==> src/rtl/tick_timer_scheduler_if.sv <==
// Arm-request and expiry-event handshake bundle of the tick timer scheduler.
// The requester/consumer side takes master; the scheduler takes slave.
interface tick_timer_scheduler_if #(
  parameter int CH_W   = 2,
  parameter int TICK_W = 16
);
  logic              arm_valid;
  logic              arm_ready;
  logic [CH_W-1:0]   arm_chan;
  logic [TICK_W-1:0] arm_ticks;
  logic              arm_periodic;
  logic              evt_valid;
  logic              evt_ready;
  logic [CH_W-1:0]   evt_chan;
  logic              evt_overrun;

  modport master (
    output arm_valid, arm_chan, arm_ticks, arm_periodic, evt_ready,
    input  arm_ready, evt_valid, evt_chan, evt_overrun
  );

  modport slave (
    input  arm_valid, arm_chan, arm_ticks, arm_periodic, evt_ready,
    output arm_ready, evt_valid, evt_chan, evt_overrun
  );
endinterface

==> src/rtl/tick_timer_scheduler.sv <==
// Multi-channel tick timer: a DIVIDE-cycle prescaler drives NCH one-shot/periodic
// channels whose expiries are presented round-robin on a valid/ready event port.
module tick_timer_scheduler #(
  parameter int DIVIDE = 1000,
  parameter int NCH    = 4,
  parameter int CH_W   = 2,
  parameter int TICK_W = 16
) (
  input  logic             clk,
  input  logic             rst_n,
  input  logic             tick_en_i,
  output logic             tick_out_o,
  output logic [NCH-1:0]   busy_o,
  tick_timer_scheduler_if.slave bus
);
  localparam int CNT_W = (DIVIDE > 1) ? $clog2(DIVIDE) : 1;

  typedef enum logic {ARM_IDLE = 1'b0, ARM_ACK = 1'b1} arm_state_e;
  typedef enum logic {CH_IDLE = 1'b0, CH_RUN = 1'b1} ch_state_e;

  logic [CNT_W-1:0]  pre_cnt_q, pre_cnt_d;
  logic              tick_q, tick_d;
  arm_state_e        arm_state_q, arm_state_d;
  ch_state_e         ch_state_q [NCH];
  ch_state_e         ch_state_d [NCH];
  logic [TICK_W-1:0] rem_q [NCH];
  logic [TICK_W-1:0] rem_d [NCH];
  logic [TICK_W-1:0] period_q [NCH];
  logic [TICK_W-1:0] period_d [NCH];
  logic [NCH-1:0]    periodic_q, periodic_d, pending_q, pending_d, overrun_q, overrun_d;
  logic [NCH-1:0]    expire, cancel, hs;
  logic              evt_valid_q, evt_valid_d, evt_overrun_q, evt_overrun_d;
  logic [CH_W-1:0]   evt_chan_q, evt_chan_d, rr_start_q, rr_start_d;
  logic              arm_fire, evt_fire, found;
  int                idx;

  function automatic logic [CH_W-1:0] next_chan(input logic [CH_W-1:0] c);
    if (int'(c) >= NCH - 1) begin
      return '0;
    end else begin
      return c + CH_W'(1);
    end
  endfunction

  assign arm_fire      = bus.arm_valid && (arm_state_q == ARM_IDLE);
  assign evt_fire      = evt_valid_q && bus.evt_ready;
  assign bus.arm_ready = (arm_state_q == ARM_IDLE);
  assign bus.evt_valid   = evt_valid_q;
  assign bus.evt_chan    = evt_chan_q;
  assign bus.evt_overrun = evt_overrun_q;
  assign tick_out_o    = tick_q;

  // Prescaler: wrap at DIVIDE-1 and flag the tick for the next cycle.
  always_comb begin
    pre_cnt_d = pre_cnt_q;
    tick_d    = 1'b0;
    if (tick_en_i) begin
      if (pre_cnt_q == CNT_W'(DIVIDE - 1)) begin
        pre_cnt_d = '0;
        tick_d    = 1'b1;
      end else begin
        pre_cnt_d = pre_cnt_q + CNT_W'(1);
      end
    end else begin
      pre_cnt_d = pre_cnt_q;
    end
  end

  // Arm port: one ACK cycle with ready low after every accept.
  always_comb begin
    arm_state_d = arm_state_q;
    case (arm_state_q)
      ARM_IDLE: arm_state_d = arm_fire ? ARM_ACK : ARM_IDLE;
      ARM_ACK:  arm_state_d = ARM_IDLE;
      default:  arm_state_d = ARM_IDLE;
    endcase
  end

  // Channel FSMs; an arm to a channel overrides a coincident tick for it.
  always_comb begin
    for (int i = 0; i < NCH; i++) begin
      ch_state_d[i] = ch_state_q[i];
      rem_d[i]      = rem_q[i];
      period_d[i]   = period_q[i];
      periodic_d[i] = periodic_q[i];
      expire[i]     = 1'b0;
      cancel[i]     = 1'b0;
      busy_o[i]     = (ch_state_q[i] == CH_RUN);
      if (arm_fire && (int'(bus.arm_chan) == i)) begin
        if (bus.arm_ticks == '0) begin
          ch_state_d[i] = CH_IDLE;
          cancel[i]     = 1'b1;
        end else begin
          ch_state_d[i] = CH_RUN;
          rem_d[i]      = bus.arm_ticks;
          period_d[i]   = bus.arm_ticks;
          periodic_d[i] = bus.arm_periodic;
        end
      end else if (tick_q && (ch_state_q[i] == CH_RUN)) begin
        if (rem_q[i] <= TICK_W'(1)) begin
          expire[i] = 1'b1;
          if (periodic_q[i]) begin
            rem_d[i] = period_q[i];
          end else begin
            ch_state_d[i] = CH_IDLE;
          end
        end else begin
          rem_d[i] = rem_q[i] - TICK_W'(1);
        end
      end else begin
        ch_state_d[i] = ch_state_q[i];
      end
    end
  end

  // Pending/overrun flags; an acceptance coinciding with a new expiry leaves a fresh event.
  always_comb begin
    for (int i = 0; i < NCH; i++) begin
      hs[i]        = evt_fire && (int'(evt_chan_q) == i);
      pending_d[i] = pending_q[i];
      overrun_d[i] = overrun_q[i];
      if (cancel[i]) begin
        pending_d[i] = 1'b0;
        overrun_d[i] = 1'b0;
      end else if (expire[i]) begin
        pending_d[i] = 1'b1;
        overrun_d[i] = hs[i] ? 1'b0 : (pending_q[i] | overrun_q[i]);
      end else if (hs[i]) begin
        pending_d[i] = 1'b0;
        overrun_d[i] = 1'b0;
      end else begin
        pending_d[i] = pending_q[i];
      end
    end
  end

  // Event presentation: hold the current event, else pick round-robin from rr_start.
  always_comb begin
    evt_valid_d   = 1'b0;
    evt_chan_d    = evt_chan_q;
    evt_overrun_d = 1'b0;
    found         = 1'b0;
    idx           = 0;
    if (evt_fire) begin
      rr_start_d = next_chan(evt_chan_q);
    end else begin
      rr_start_d = rr_start_q;
    end
    if (evt_valid_q && !evt_fire && pending_d[evt_chan_q]) begin
      evt_valid_d   = 1'b1;
      evt_overrun_d = overrun_d[evt_chan_q];
    end else begin
      for (int k = 0; k < NCH; k++) begin
        idx = (int'(rr_start_d) + k) % NCH;
        if (!found && pending_d[idx]) begin
          found         = 1'b1;
          evt_valid_d   = 1'b1;
          evt_chan_d    = CH_W'(idx);
          evt_overrun_d = overrun_d[idx];
        end else begin
          found = found;
        end
      end
    end
  end

  // State registers.
  always_ff @(posedge clk or negedge rst_n) begin
    if (!rst_n) begin
      pre_cnt_q     <= '0;
      tick_q        <= 1'b0;
      arm_state_q   <= ARM_IDLE;
      periodic_q    <= '0;
      pending_q     <= '0;
      overrun_q     <= '0;
      evt_valid_q   <= 1'b0;
      evt_chan_q    <= '0;
      evt_overrun_q <= 1'b0;
      rr_start_q    <= '0;
      for (int i = 0; i < NCH; i++) begin
        ch_state_q[i] <= CH_IDLE;
        rem_q[i]      <= '0;
        period_q[i]   <= '0;
      end
    end else begin
      pre_cnt_q     <= pre_cnt_d;
      tick_q        <= tick_d;
      arm_state_q   <= arm_state_d;
      periodic_q    <= periodic_d;
      pending_q     <= pending_d;
      overrun_q     <= overrun_d;
      evt_valid_q   <= evt_valid_d;
      evt_chan_q    <= evt_chan_d;
      evt_overrun_q <= evt_overrun_d;
      rr_start_q    <= rr_start_d;
      for (int i = 0; i < NCH; i++) begin
        ch_state_q[i] <= ch_state_d[i];
        rem_q[i]      <= rem_d[i];
        period_q[i]   <= period_d[i];
      end
    end
  end
endmodule
==> src/flat_wrapper.sv <==
// flat-port wrapper written by rule: the top's interface ports become plain ports
module tick_timer_scheduler_flat 
#(
  parameter int DIVIDE = 1000,
  parameter int NCH    = 4,
  parameter int CH_W   = 2,
  parameter int TICK_W = 16
)
  (clk, rst_n, tick_en_i, tick_out_o, busy_o, bus_arm_valid, bus_arm_chan, bus_arm_ticks, bus_arm_periodic, bus_evt_ready, bus_arm_ready, bus_evt_valid, bus_evt_chan, bus_evt_overrun);
  tick_timer_scheduler_if #(.CH_W(CH_W), .TICK_W(TICK_W)) bus_i ();
  input  logic clk;
  input  logic rst_n;
  input  logic tick_en_i;
  output logic tick_out_o;
  output logic [NCH-1:0] busy_o;
  input wire logic [$bits(bus_i.arm_valid)-1:0] bus_arm_valid;
  input wire logic [$bits(bus_i.arm_chan)-1:0] bus_arm_chan;
  input wire logic [$bits(bus_i.arm_ticks)-1:0] bus_arm_ticks;
  input wire logic [$bits(bus_i.arm_periodic)-1:0] bus_arm_periodic;
  input wire logic [$bits(bus_i.evt_ready)-1:0] bus_evt_ready;
  output wire logic [$bits(bus_i.arm_ready)-1:0] bus_arm_ready;
  output wire logic [$bits(bus_i.evt_valid)-1:0] bus_evt_valid;
  output wire logic [$bits(bus_i.evt_chan)-1:0] bus_evt_chan;
  output wire logic [$bits(bus_i.evt_overrun)-1:0] bus_evt_overrun;
  assign bus_i.arm_valid = bus_arm_valid;
  assign bus_i.arm_chan = bus_arm_chan;
  assign bus_i.arm_ticks = bus_arm_ticks;
  assign bus_i.arm_periodic = bus_arm_periodic;
  assign bus_i.evt_ready = bus_evt_ready;
  assign bus_arm_ready = bus_i.arm_ready;
  assign bus_evt_valid = bus_i.evt_valid;
  assign bus_evt_chan = bus_i.evt_chan;
  assign bus_evt_overrun = bus_i.evt_overrun;
  tick_timer_scheduler #(.DIVIDE(DIVIDE), .NCH(NCH), .CH_W(CH_W), .TICK_W(TICK_W)) u_core (.clk(clk), .rst_n(rst_n), .tick_en_i(tick_en_i), .tick_out_o(tick_out_o), .busy_o(busy_o), .bus(bus_i));
endmodule
==> config.mk <==
export PLATFORM = sky130hd
export DESIGN_NAME = tick_timer_scheduler_flat
export DESIGN_NICKNAME = d
export VERILOG_FILES = /design/src/rtl/tick_timer_scheduler_if.sv /design/src/rtl/tick_timer_scheduler.sv /design/src/flat_wrapper.sv
export SDC_FILE = /design/constraint.sdc
export NUM_CORES = 1
export LEC_CHECK = 0
export BUFFER_PORTS_ARGS = -buffer_cell sky130_fd_sc_hd__buf_2
export CAP_MARGIN = 0
export CORE_ASPECT_RATIO = 0.7
export CORE_UTILIZATION = 45
export CTS_CLUSTER_DIAMETER = 80
export DETAILED_ROUTE_END_ITERATION = 8
export PLACE_DENSITY_LB_ADDON = 0.15
export SYNTH_ARGS = -nofsm -noshare
export SYNTH_HDL_FRONTEND = slang
export SYNTH_SLANG_ARGS = --single-unit
==> constraint.sdc <==
create_clock -name clk -period 2.52 [get_ports clk]
set_input_delay 0.504 -clock clk [delete_from_list [all_inputs] [get_ports clk]]
set_output_delay 0.504 -clock clk [all_outputs]
set_load 0.01 [all_outputs]
==> results of run 1 <==
## cells in the mapped netlist (5+ instances only)
cell type,count,share of area (%)
dfrtp_1,162,44
nand2_1,148,6.1
nor2_1,129,5.3
a21oi_1,94,5.2
o21ai_0,67,3.7
a22o_1,56,5.4
clkbuf_1,56,2.3
nor3_1,29,1.6
a211oi_1,27,2.2
nand3_1,27,1.5
xnor2_1,22,2.1
a31oi_1,19,1.3
inv_1,15,0.62
or3_1,15,1.0
ha_1,13,1.8
and3_1,9,0.62
o211ai_1,9,0.74
mux2i_1,8,0.88
nor4_1,8,0.55
xor2_1,8,0.77
buf_2,7,0.38
o31ai_1,7,0.58
or4_1,6,0.49
and2_1,5,0.34
nand4_1,5,0.34
nor4_4,5,1.2
## area by class of cell
type | count | area share [%]
Clock inverter | 14 | 1.78
Multi-Input combinational cell | 787 | 42.2
Timing Repair Buffer | 194 | 13.2
Clock buffer | 18 | 3.76
Sequential cell | 162 | 35.6
Inverter | 17 | 0.559
Tap cell | 270 | 2.96
## power by group
part | switching (W) | total [W] | internal, W
Sequential | 0.000513 | 0.00378 | 0.00326
Clock | 0.00114 | 0.00282 | 0.00168
Combinational | 0.00152 | 0.00301 | 0.00149
## cells in the final DEF (no fill, tap or decap), types with 19 or more instances in the layout
| cell type | instances |
|---|---|
| xnor2_1 | 22 |
| dfrtp_1 | 160 |
| buf_2 | 32 |
| a211oi_1 | 27 |
| buf_4 | 150 |
| nand2_1 | 148 |
| nor2_1 | 124 |
| clkbuf_16 | 19 |
| nor3_1 | 28 |
| nand3_1 | 27 |
| a31oi_1 | 19 |
| a22o_1 | 56 |
| a21oi_1 | 91 |
| o21ai_0 | 64 |
## flip-flops by register name, indices dropped and copies added (netlist names)
register / flops
u_core.pending_q: 4
u_core.overrun_q: 4
u_core.arm_state_q: 1
u_core.tick_out_o: 1
u_core.bus.evt_overrun: 1
u_core.busy_o: 4
u_core.period_q: 64
u_core.bus.evt_chan: 2
u_core.rem_q: 64
u_core.rr_start_q: 2
u_core.bus.evt_valid: 1
u_core.periodic_q: 4
u_core.pre_cnt_q: 10
## per-layer routing
| metal | vias up | wire (um) | global-route usage (%) |
|---|---|---|---|
| met5 | - | 0 | 0 |
| met4 | 0 | 529 | 8.63 |
| met3 | 31 | 1620 | 5.94 |
| met2 | 269 | 11800 | 39.7 |
| met1 | 4041 | 13200 | 40.2 |
| li1 | 4002 | - | - |
## timing repair
action	4_1_cts	5_1_grt
setup buffers	3	7
hold endpoints to repair	0	0
resized for setup	8	20
pin swaps	8	8
cloned	0	2
setup endpoints to repair	3	22
## kinds of logic after synthesis
family,synth area share (%)
and+or+nand+nor,23.5
xor gates and xnor gates,2.88
adders and majority gates,1.79
AOI/OAI and AO/OA,21.7
DFF,44.5
buffers and inverters,3.79
muxes,1.87
## through the flow
step	cell area (sq um)	hold WS, ns	std cells
6_report	11400	0.0216	1462
5_1_grt	11400	0.0569	1462
4_1_cts	11300	0.0305	1453
3_5_place_dp	10600	0.463	1418
3_3_place_gp	10600	0.454	1418
2_1_floorplan	9150	0.208	1036
## path summary, 6_finish.rpt
| check | startpoint | end | slack (ns) | cells past startpoint |
|---|---|---|---|---|
| worst max-delay path | u_core.rem_q[26] | u_core.bus.evt_overrun | -0.13 | 10 |
| max in group asynchronous | rst_n | u_core.rem_q[41] | 1.79 | 2 |
| worst min register to register | u_core.period_q[35] | u_core.period_q[35] | 0.48 | 2 |
| worst max register to register | u_core.rem_q[26] | u_core.bus.evt_overrun | -0.13 | 10 |
| worst min-delay path | rst_n | u_core.pre_cnt_q[0] | 0.02 | 1 |
| min in group clk | tick_en_i | u_core.pre_cnt_q[1] | 0.38 | 2 |
## worst max-delay path, delay by kind of cell (launching register included)
kind            cells  cell delay (ns)
compound gates      4             0.56
simple gates        4             1.27
flops               1             0.38
buf+inv             2             0.35
==> summary.md, run 1 <==
| Metric | Value |
|---|---|
| Final GP Congestion | `approximately 0.9` |
| H-tree depth | `4` |
| Number of synthesized flops with an enable pin | `0` |
| Post-route clock period utilization | `105%` |
| Synth-to-Final Area Change | `25.2%` |
| Final Power | `a little under 0.01 W` |
| Total track usage | `27.3%` |
| Skew-Pair Late Insertion Delay | `0.43 ns` |
| Initial antenna violation count | `0` |
| Slowest stage delay, CP | `around 0.56 ns` |
| Area of the multi-input gates | `around 4800 sq um` |
| Antenna Nets Post-Route | `0` |
| # hold bufs at CTS | `0` |
| Total CTS buffers | `17` |
| Final slew viol count | `0` |
| Via count | `~8300` |
| Slew Limit Headroom | `~63%` |
| Final min period | `2.65 ns` |
| CTS Sinks | `around 160` |
| Filler Cell Count | `around 1800` |
| Worst Hold Class | `in2async` |
| Fmax | `about 380 MHz` |
| Core area | `between 15000 and 20000 sq um` |
| Syn_nets | `between 1000 and 1500` |
| Max Cap Viol | `0` |
| Final Net Count | `about 1200` |
| DR iter-0 viols | `around 760` |
| Outcome | `finished, violations left` |
| Synth Flop Type | `dfrtp_1` |
| Worst slew pin tran | `~0.55 ns` |
| Worst path cell trace | `or4_4, nor4b_4, buf_4, a31oi_1, nor3_2, buf_4, a31oi_1, a22oi_1, nor2_1, a41oi_2` |
| Dpl hpwl | `18.9 mm` |
| Ant diodes | `0` |
| Die footprint | `about 21000 sq um` |
| Global-route wire length before repair | `approximately 43 mm` |
| Drt pass-1 iters | `5` |
| Layout cells sized above 1 | `a little under a quarter` |
| FFs w/ async S/R, synth | `100%` |
| Syn_area_per_cell | `between 8 and 9 sq um` |
| DR WL/cell | `18.6 um` |
| Largest net degree at the start of global routing | `about 60` |
| Initial Util | `around 46%` |
| Register Area | `roughly 4100 sq um` |
| Vias in the first global route | `7721` |
| Worst ir drop on vdd | `around 480 uV` |
| Worst path slowest cell | `or4_4` |
| Startpoint Class | `flip-flop` |
| WP data required | `~2.9 ns` |
| Type of the worst setup path | `reg2reg` |
| P per Cell Area | `approximately 840 nW/um^2` |
| Vias per Instance | `about 5.7` |
| Hold Fails Final Rpt | `0` |
| Failing checks | `setup timing` |
| Top Ports | `34` |
| Count of cell types in the netlist | `70` |
| DP Worst Slack | `-0.221 ns` |
| Final Skew | `roughly 0.011 ns` |
| DRC errors left | `0` |
| Crit end category | `flip-flop` |
| Root Driver | `clkbuf_16` |
| Seq/Total Area, Yosys | `around 44%` |
| Worst setup margin | `-0.132 ns` |
| Total grt overflow | `0` |
| Unrepaired setup endpoints after global routing | `true` |
| Worst-path clk slew | `about 0.070 ns` |
| Routed WL | `27.1 mm` |
| Leak Pwr | `5.10 nW` |
| TritonCTS clock tree | `yes` |
| Setup TNS | `-0.132 ns` |
| Finish-stage setup viols | `1` |
| Core Util, Final | `57.6%` |
| CP Max Fanout | `4` |
| Mapped Cells | `around 1000` |
| Mapped Area | `about 9100 sq um` |
| YS warnings | `0` |
| Critical Path AT | `~3 ns` |
| CTS max path bufs | `2` |
| #FFs+latches synth | `about 160` |
| Site row count | `43` |
| DIE WIDTH | `172 um` |
| Number of port buffers | `33` |
| Die height | `around 120 um` |
No activity file was read; power rests on OpenSTA's default activity.
==> run 2: changes to the inputs <==
- PLACE_DENSITY_LB_ADDON: 0.15 -> 0.2
==> run 2 against run 1 <==
Effect of this change: the flow still finishes with violations (setup timing); register-to-register slack improved by 0.02 ns; worst hold slack improved by 0.019 ns; combinational power decreased by 2%; critical endpoint unchanged.
==> summary.md, run 2 (synthesis gave the netlist of run 1 again) <==
| Metric | Value |
|---|---|
| Outcome | `finished, violations left` |
| Failing checks | `setup timing` |
| Startpoint Class | `flip-flop` |
| Worst Hold Class | `in2async` |
| Worst path cell trace | `or4_4, nor4b_4, nand2_2, o21ai_2, buf_6, or4b_1, o31ai_1, o211ai_1, a41oi_2` |
| Site row count | `43 (unchanged)` |
| DR iter-0 viols | `854 (+12%)` |
| M1 GR Usage | `42.3% (+2.1 points)` |
| Core Util, Final | `57.6% (about the same)` |
| DRC errors left | `0 (unchanged)` |
| Hold Fails Final Rpt | `0 (unchanged)` |
| Worst slew pin tran | `0.633 ns (+0.0870 ns)` |
| R2r setup slk | `-0.11 ns (+0.02 ns)` |
| Global-route wire length before repair | `42.6 mm (-0.52%)` |
| Drt pass-1 iters | `5 (unchanged)` |
| Synth-to-Final Area Change | `25.1% (about the same)` |
| Biggest registers after layout | `u_core.period_q x64, u_core.rem_q x64, u_core.pre_cnt_q x10` |
| Post-route clock period utilization | `104% (-0.87 points)` |
| Root Driver | `clkbuf_16` |
| DIE WIDTH | `172 um (unchanged)` |
| Filler Cell Count | `1771 (-2.3%)` |
| Antenna Nets Post-Route | `0 (unchanged)` |
| Final GP Congestion | `0.902 (+0.42%)` |
| Via count | `8266 (-0.92%)` |
| CTS max path bufs | `2 (unchanged)` |
| Reg-to-reg endpoint | `u_core.bus.evt_overrun` |
| Vias in the first global route | `7631 (-1.2%)` |
| Ant diodes | `0 (unchanged)` |
| Number of port buffers | `33 (unchanged)` |
| Post-Layout Cell Count | `1453 (-0.62%)` |
| Total track usage | `27.2% (-0.12 points)` |
| Critical Path AT | `2.98 ns (-0.02 ns)` |
| DR WL/cell | `18.3 um (-1.5%)` |
| Cells after DPL | `1406 (-0.85%)` |
| Unrepaired setup endpoints after global routing | `true` |
| Layout cells sized above 1 | `23.0% (-0.58 points)` |
| # hold bufs at CTS | `0 (unchanged)` |
| H-tree depth | `4 (unchanged)` |
| Vias per Instance | `5.69 (-0.31%)` |
| Worst setup margin | `-0.110 ns (+0.0219 ns)` |
| Most frequent cells in the layout | `dfrtp_1 (162), nand2_1 (148), buf_4 (137)` |
| Final slew viol count | `0 (unchanged)` |
| Type of the worst setup path | `reg2reg` |
| Die footprint | `20800 sq um (unchanged)` |
| Worst ir drop on vdd | `531 uV (+10%)` |
| Met2 Usage GRT | `37.9% (-1.8 points)` |
| Largest net degree at the start of global routing | `61 (+3.4%)` |
| Worst path slowest cell | `or4_4` |
| Crit end category | `flip-flop` |
| Final Net Count | `1207 (-0.74%)` |
| P per Cell Area | `845 nW/um^2 (+0.40%)` |
| Total grt overflow | `0 (unchanged)` |
| Leak Pwr | `5.05 nW (-0.94%)` |
| TritonCTS clock tree | `yes` |
| Total CTS buffers | `17 (unchanged)` |
| Top Ports | `34 (unchanged)` |
| Launch point of the critical path | `u_core.rem_q[54]` |
| CTS Sinks | `162 (unchanged)` |
| Die height | `121 um (unchanged)` |
| WP data required | `2.87 ns (about the same)` |
| Initial antenna violation count | `1 (+1)` |
| Routed WL | `26.6 mm (-2.1%)` |
| Max Cap Viol | `0 (unchanged)` |
| Final min period | `2.63 ns (-0.0219 ns)` |
| Core area | `19800 sq um (unchanged)` |
| Skew-Pair Late Insertion Delay | `0.44 ns (about the same)` |
| Slew Limit Headroom | `57.4% (-5.9 points)` |
| Fmax | `380 MHz (+0.83%)` |
| Register-to-Register Path Depth | `9 (-1)` |
| Final Skew | `0.0111 ns (-0.0000757 ns)` |
| Dpl hpwl | `18.4 mm (-2.8%)` |
| Reg2Reg Launch Point | `u_core.rem_q[54]` |
| Grt met3 use | `4.76% (-1.2 points)` |
| Worst-path clk slew | `0.07 ns (about the same)` |
| CP Max Fanout | `2 (-2)` |
| Initial Util | `46.0% (unchanged)` |
| Finish-stage setup viols | `2 (+1)` |
| GRT busiest layer | `met1` |
| Slowest stage delay, CP | `0.56 ns (about the same)` |
| Worst Setup EP | `u_core.bus.evt_overrun` |
| Most common cell after layout, fill and taps aside | `dfrtp_1` |
[run 2: what timing repair did]
item,CTS,global route
setup buffers,9,6
hold endpoints to repair,0,0
setup endpoints to repair,3,36
resized for setup,16,20
pin swaps,11,15
[run 2: cell type report]
| class | count | area (sq um) | area share [%] |
|---|---|---|---|
| clock buffer | 17 | 425 | 3.73 |
| clock inverter | 15 | 219 | 1.92 |
| inverter | 17 | 63.8 | 0.560 |
| multi-input combinational | 787 | 4850 | 42.6 |
| sequential | 162 | 4050 | 35.6 |
| tap | 270 | 338 | 2.96 |
| timing repair buffer | 185 | 1450 | 12.7 |
[run 2: worst max-delay path, delay by kind of cell (launching register included)]
family | cells | cell delay [ns]
flops | 1 | 0.38
compound gates | 4 | 0.58
simple gates | 4 | 1.46
buf+inv | 1 | 0.12
[run 2: where the power goes]
part / internal, W / leakage, nW / switching [W]
Clock: 0.00169 / 0.309 / 0.00118
Sequential: 0.00326 / 1.98 / 0.000545
Combinational: 0.00146 / 2.76 / 0.00150
Total: 0.00641 / 5.05 / 0.00323
[run 2: worst min path at each step]
stage / startpoint / to
6_report: rst_n / u_core.period_q[23]
5_1_grt: rst_n / u_core.period_q[23]
4_1_cts: rst_n / u_core.period_q[23]
2_1_floorplan: rst_n / u_core.arm_state_q
3_3_place_gp: u_core.period_q[49] / u_core.period_q[49]
3_5_place_dp: u_core.period_q[49] / u_core.period_q[49]
[run 2: layer usage]
metal | share of wire (%) | up-vias
met5 | 0 | -
met4 | 1.7 | 0
met3 | 5.5 | 30
met2 | 42 | 257
met1 | 50 | 3981
li1 | - | 3998
[run 2: stage by stage]
stage	hold WS [ns]	cell area (sq um)	setup slack, ns	power (W)	TNS (ns)
after floorplan	0.208	9150	-0.00736	0.00553	-0.0147
after global placement	0.455	10500	-0.222	0.00656	-0.649
after detailed placement	0.462	10500	-0.265	0.00661	-0.739
after CTS	0.0722	11300	-0.142	0.00956	-0.142
after global routing	0.0877	11400	-0.213	0.0102	-1.51
final	0.0408	11400	-0.110	0.00964	-0.135
==> run 3: changes to the inputs <==
- CORE_ASPECT_RATIO: 0.7 -> unset
==> run 3 against run 2 <==
Effect of this change: the flow still finishes with violations (setup timing); combinational power down 4%; register-to-register slack better by 0.02 ns; highest routed layer unchanged; clock power down 7.3%; global-route usage down 0.55 points; cell area down 1.7%; utilization down 0.58 points; via count down 0.79%; sequential power about the same; fmax up 0.76%; sequential share of layout area up 0.63 points; count of clock-buffer cells in the layout up 4.
==> summary.md, run 3 (synthesis gave the netlist of run 1 again) <==
| Metric | Value |
|---|---|
| P per Cell Area | `831 nW/um^2 (-1.7%)` |
| Synth-to-Final Area Change | `22.9%` |
| Worst setup margin | `-0.0906 ns (+0.0199 ns)` |
| WP data required | `2.87 ns (about the same)` |
| Top Ports | `34 (unchanged)` |
| Final instance area | `11200 sq um (-1.7%)` |
| Max Used Layer | `met4` |
| Worst ir drop on vdd | `483 uV (-9.0%)` |
| Routed WL | `26.1 mm (-1.6%)` |
| Leak Pwr | `4.98 nW (-1.4%)` |
| Skew-Pair Late Insertion Delay | `0.43 ns (about the same)` |
| Via count | `8201 (-0.79%)` |
| Most common cell after layout, fill and taps aside | `dfrtp_1` |
| DR iter-0 viols | `645 (-24%)` |
| Vias per Instance | `5.70 (+0.25%)` |
| Largest net degree at the start of global routing | `53 (-13%)` |
| Die footprint | `20800 sq um (about the same)` |
| Ant diodes | `0 (unchanged)` |
| DRC errors left | `0 (unchanged)` |
| Worst-path clk slew | `0.07 ns (about the same)` |
| Cell Area, Placed | `10400 sq um (-0.59%)` |
| Failing checks | `setup timing` |
| Crit end category | `flip-flop` |
| R2r setup slk | `-0.09 ns (+0.02 ns)` |
| Final Net Count | `1197 (-0.83%)` |
| Final slew viol count | `0 (unchanged)` |
| Type of the worst setup path | `reg2reg` |
| Filler Cell Count | `1778 (+0.40%)` |
| Biggest registers after layout | `u_core.period_q x64, u_core.rem_q x64, u_core.pre_cnt_q x10` |
| Final GP Congestion | `0.944 (+4.6%)` |
| Total CTS buffers | `17 (unchanged)` |
| Finish-stage setup viols | `1 (-1)` |
| Die height | `144 um (+19%)` |
| Reg2Reg Launch Point | `u_core.rem_q[24]` |
| Hold WS | `0.00170 ns (-0.0391 ns)` |
| Site row count | `51 (+19%)` |
| CP Max Fanout | `3 (+1)` |
| TritonCTS clock tree | `yes` |
| Final Power | `0.00931 W (-3.4%)` |
| Startpoint Class | `flip-flop` |
| Max Cap Viol | `0 (unchanged)` |
| CTS max path bufs | `2 (unchanged)` |
| Met3 wire length | `1.67 mm (+14%)` |
| Drt pass-1 iters | `6 (+1)` |
| Final min period | `2.61 ns (-0.0199 ns)` |
| Unrepaired setup endpoints after global routing | `true` |
| Reg-to-reg endpoint | `u_core.bus.evt_overrun` |
| Antenna Nets Post-Route | `0 (unchanged)` |
| Dpl hpwl | `17.9 mm (-2.5%)` |
| Routed met1 length | `11.3 mm (-15%)` |
| Root Driver | `clkbuf_16` |
| Post-Layout Cell Count | `1438 (-1.0%)` |
| Number of port buffers | `33 (unchanged)` |
| DIE WIDTH | `144 um (-16%)` |
| Worst Hold Class | `in2async` |
| Critical Path AT | `2.96 ns (-0.02 ns)` |
| Total track usage | `26.6% (-0.55 points)` |
| H-tree depth | `4 (unchanged)` |
| Core area | `19700 sq um (-0.73%)` |
| Post-route clock period utilization | `104% (-0.79 points)` |
| Most frequent cells in the layout | `dfrtp_1 (162), nand2_1 (147), buf_4 (130)` |
| CTS Sinks | `162 (unchanged)` |
| Fmax | `383 MHz (+0.76%)` |
| Hold Fails Final Rpt | `0 (unchanged)` |
| Cells after DPL | `1397 (-0.64%)` |
| Outcome | `finished, violations left` |
| # hold bufs at CTS | `0 (unchanged)` |
| Layout cells sized above 1 | `22.3% (-0.66 points)` |
| DR WL/cell | `18.2 um (-0.55%)` |
| Register-to-Register Path Depth | `7 (-2)` |
| Vias in the first global route | `7905 (+3.6%)` |
| Total grt overflow | `0 (unchanged)` |
| Worst slew pin tran | `0.531 ns (-0.102 ns)` |
| Slew Limit Headroom | `64.3% (+6.9 points)` |
| Initial antenna violation count | `0 (-1)` |
| Routed wl met2 | `12.5 mm (+10%)` |
| Initial Util | `46.4% (+0.34 points)` |
| Global-route wire length before repair | `41.8 mm (-1.8%)` |
| Final Skew | `0.00720 ns (-0.00388 ns)` |
-- run 3: where the power goes --
group	internal, W	switching [W]	total, W
Sequential	0.00326	0.000556	0.00382
Clock	0.00154	0.00111	0.00266
Combinational	0.00140	0.00143	0.00283
-- run 3: critical path: stages (launching register included) --
cell,delay (ns)
dfrtp_1,0.37
or4_4,0.57
nor4b_4,0.40
a32oi_2,0.21
or4_4,0.52
a21oi_2,0.14
o311ai_2,0.11
a41oi_2,0.21
-- run 3: metal layers --
metal | track usage (%) | up-vias
met2 | 43.3 | 268
li1 | - | 3973
met1 | 35.4 | 3924
met3 | 4.83 | 36
met4 | 9.70 | 0
met5 | 0 | -
-- run 3: area by class of cell --
class	count	area, sq um	share of cell area, %
flip-flops and latches	162	4050	36.2
clock inverters	11	128	1.14
inverters	17	63.8	0.570
well taps	265	332	2.96
clock buffers	21	470	4.20
multi-input cells	787	4820	43.0
repair buffers	175	1340	12.0
-- run 3: what timing repair did --
item | in CTS | in global routing
gates cloned | 0 | 1
pin swaps | 0 | 16
endpoints found under the hold margin | 0 | 0
gates resized for setup | 6 | 28
buffers inserted | 1 | 7
setup endpoints to repair | 4 | 42
-- run 3: worst max-delay path by stage --
stage	startpoint	to	slack, ns	depth (start not counted)
final	u_core.rem_q[24]	u_core.bus.evt_overrun	-0.09	7
after floorplan	bus_arm_ticks[13]	u_core.bus.evt_chan[0]	-0.007	9
after global routing	u_core.rem_q[24]	u_core.bus.evt_overrun	-0.20	8
after detailed placement	bus_arm_ticks[7]	u_core.bus.evt_chan[0]	-0.28	10
after CTS	u_core.rem_q[26]	u_core.bus.evt_overrun	-0.11	8
after global placement	bus_arm_ticks[14]	u_core.bus.evt_chan[0]	-0.20	9
-- run 3: through the flow --
| stage | setup TNS (ns) | utilization (%) | setup WS [ns] |
|---|---|---|---|
| detailed placement | -0.773 | 53.0 | -0.279 |
| global placement | -0.575 | 53.0 | -0.202 |
| finish | -0.0906 | 57.0 | -0.0906 |
| CTS | -0.106 | 56.2 | -0.106 |
| global route | -0.476 | 57.0 | -0.197 |
| floorplan | -0.0147 | - | -0.00736 |
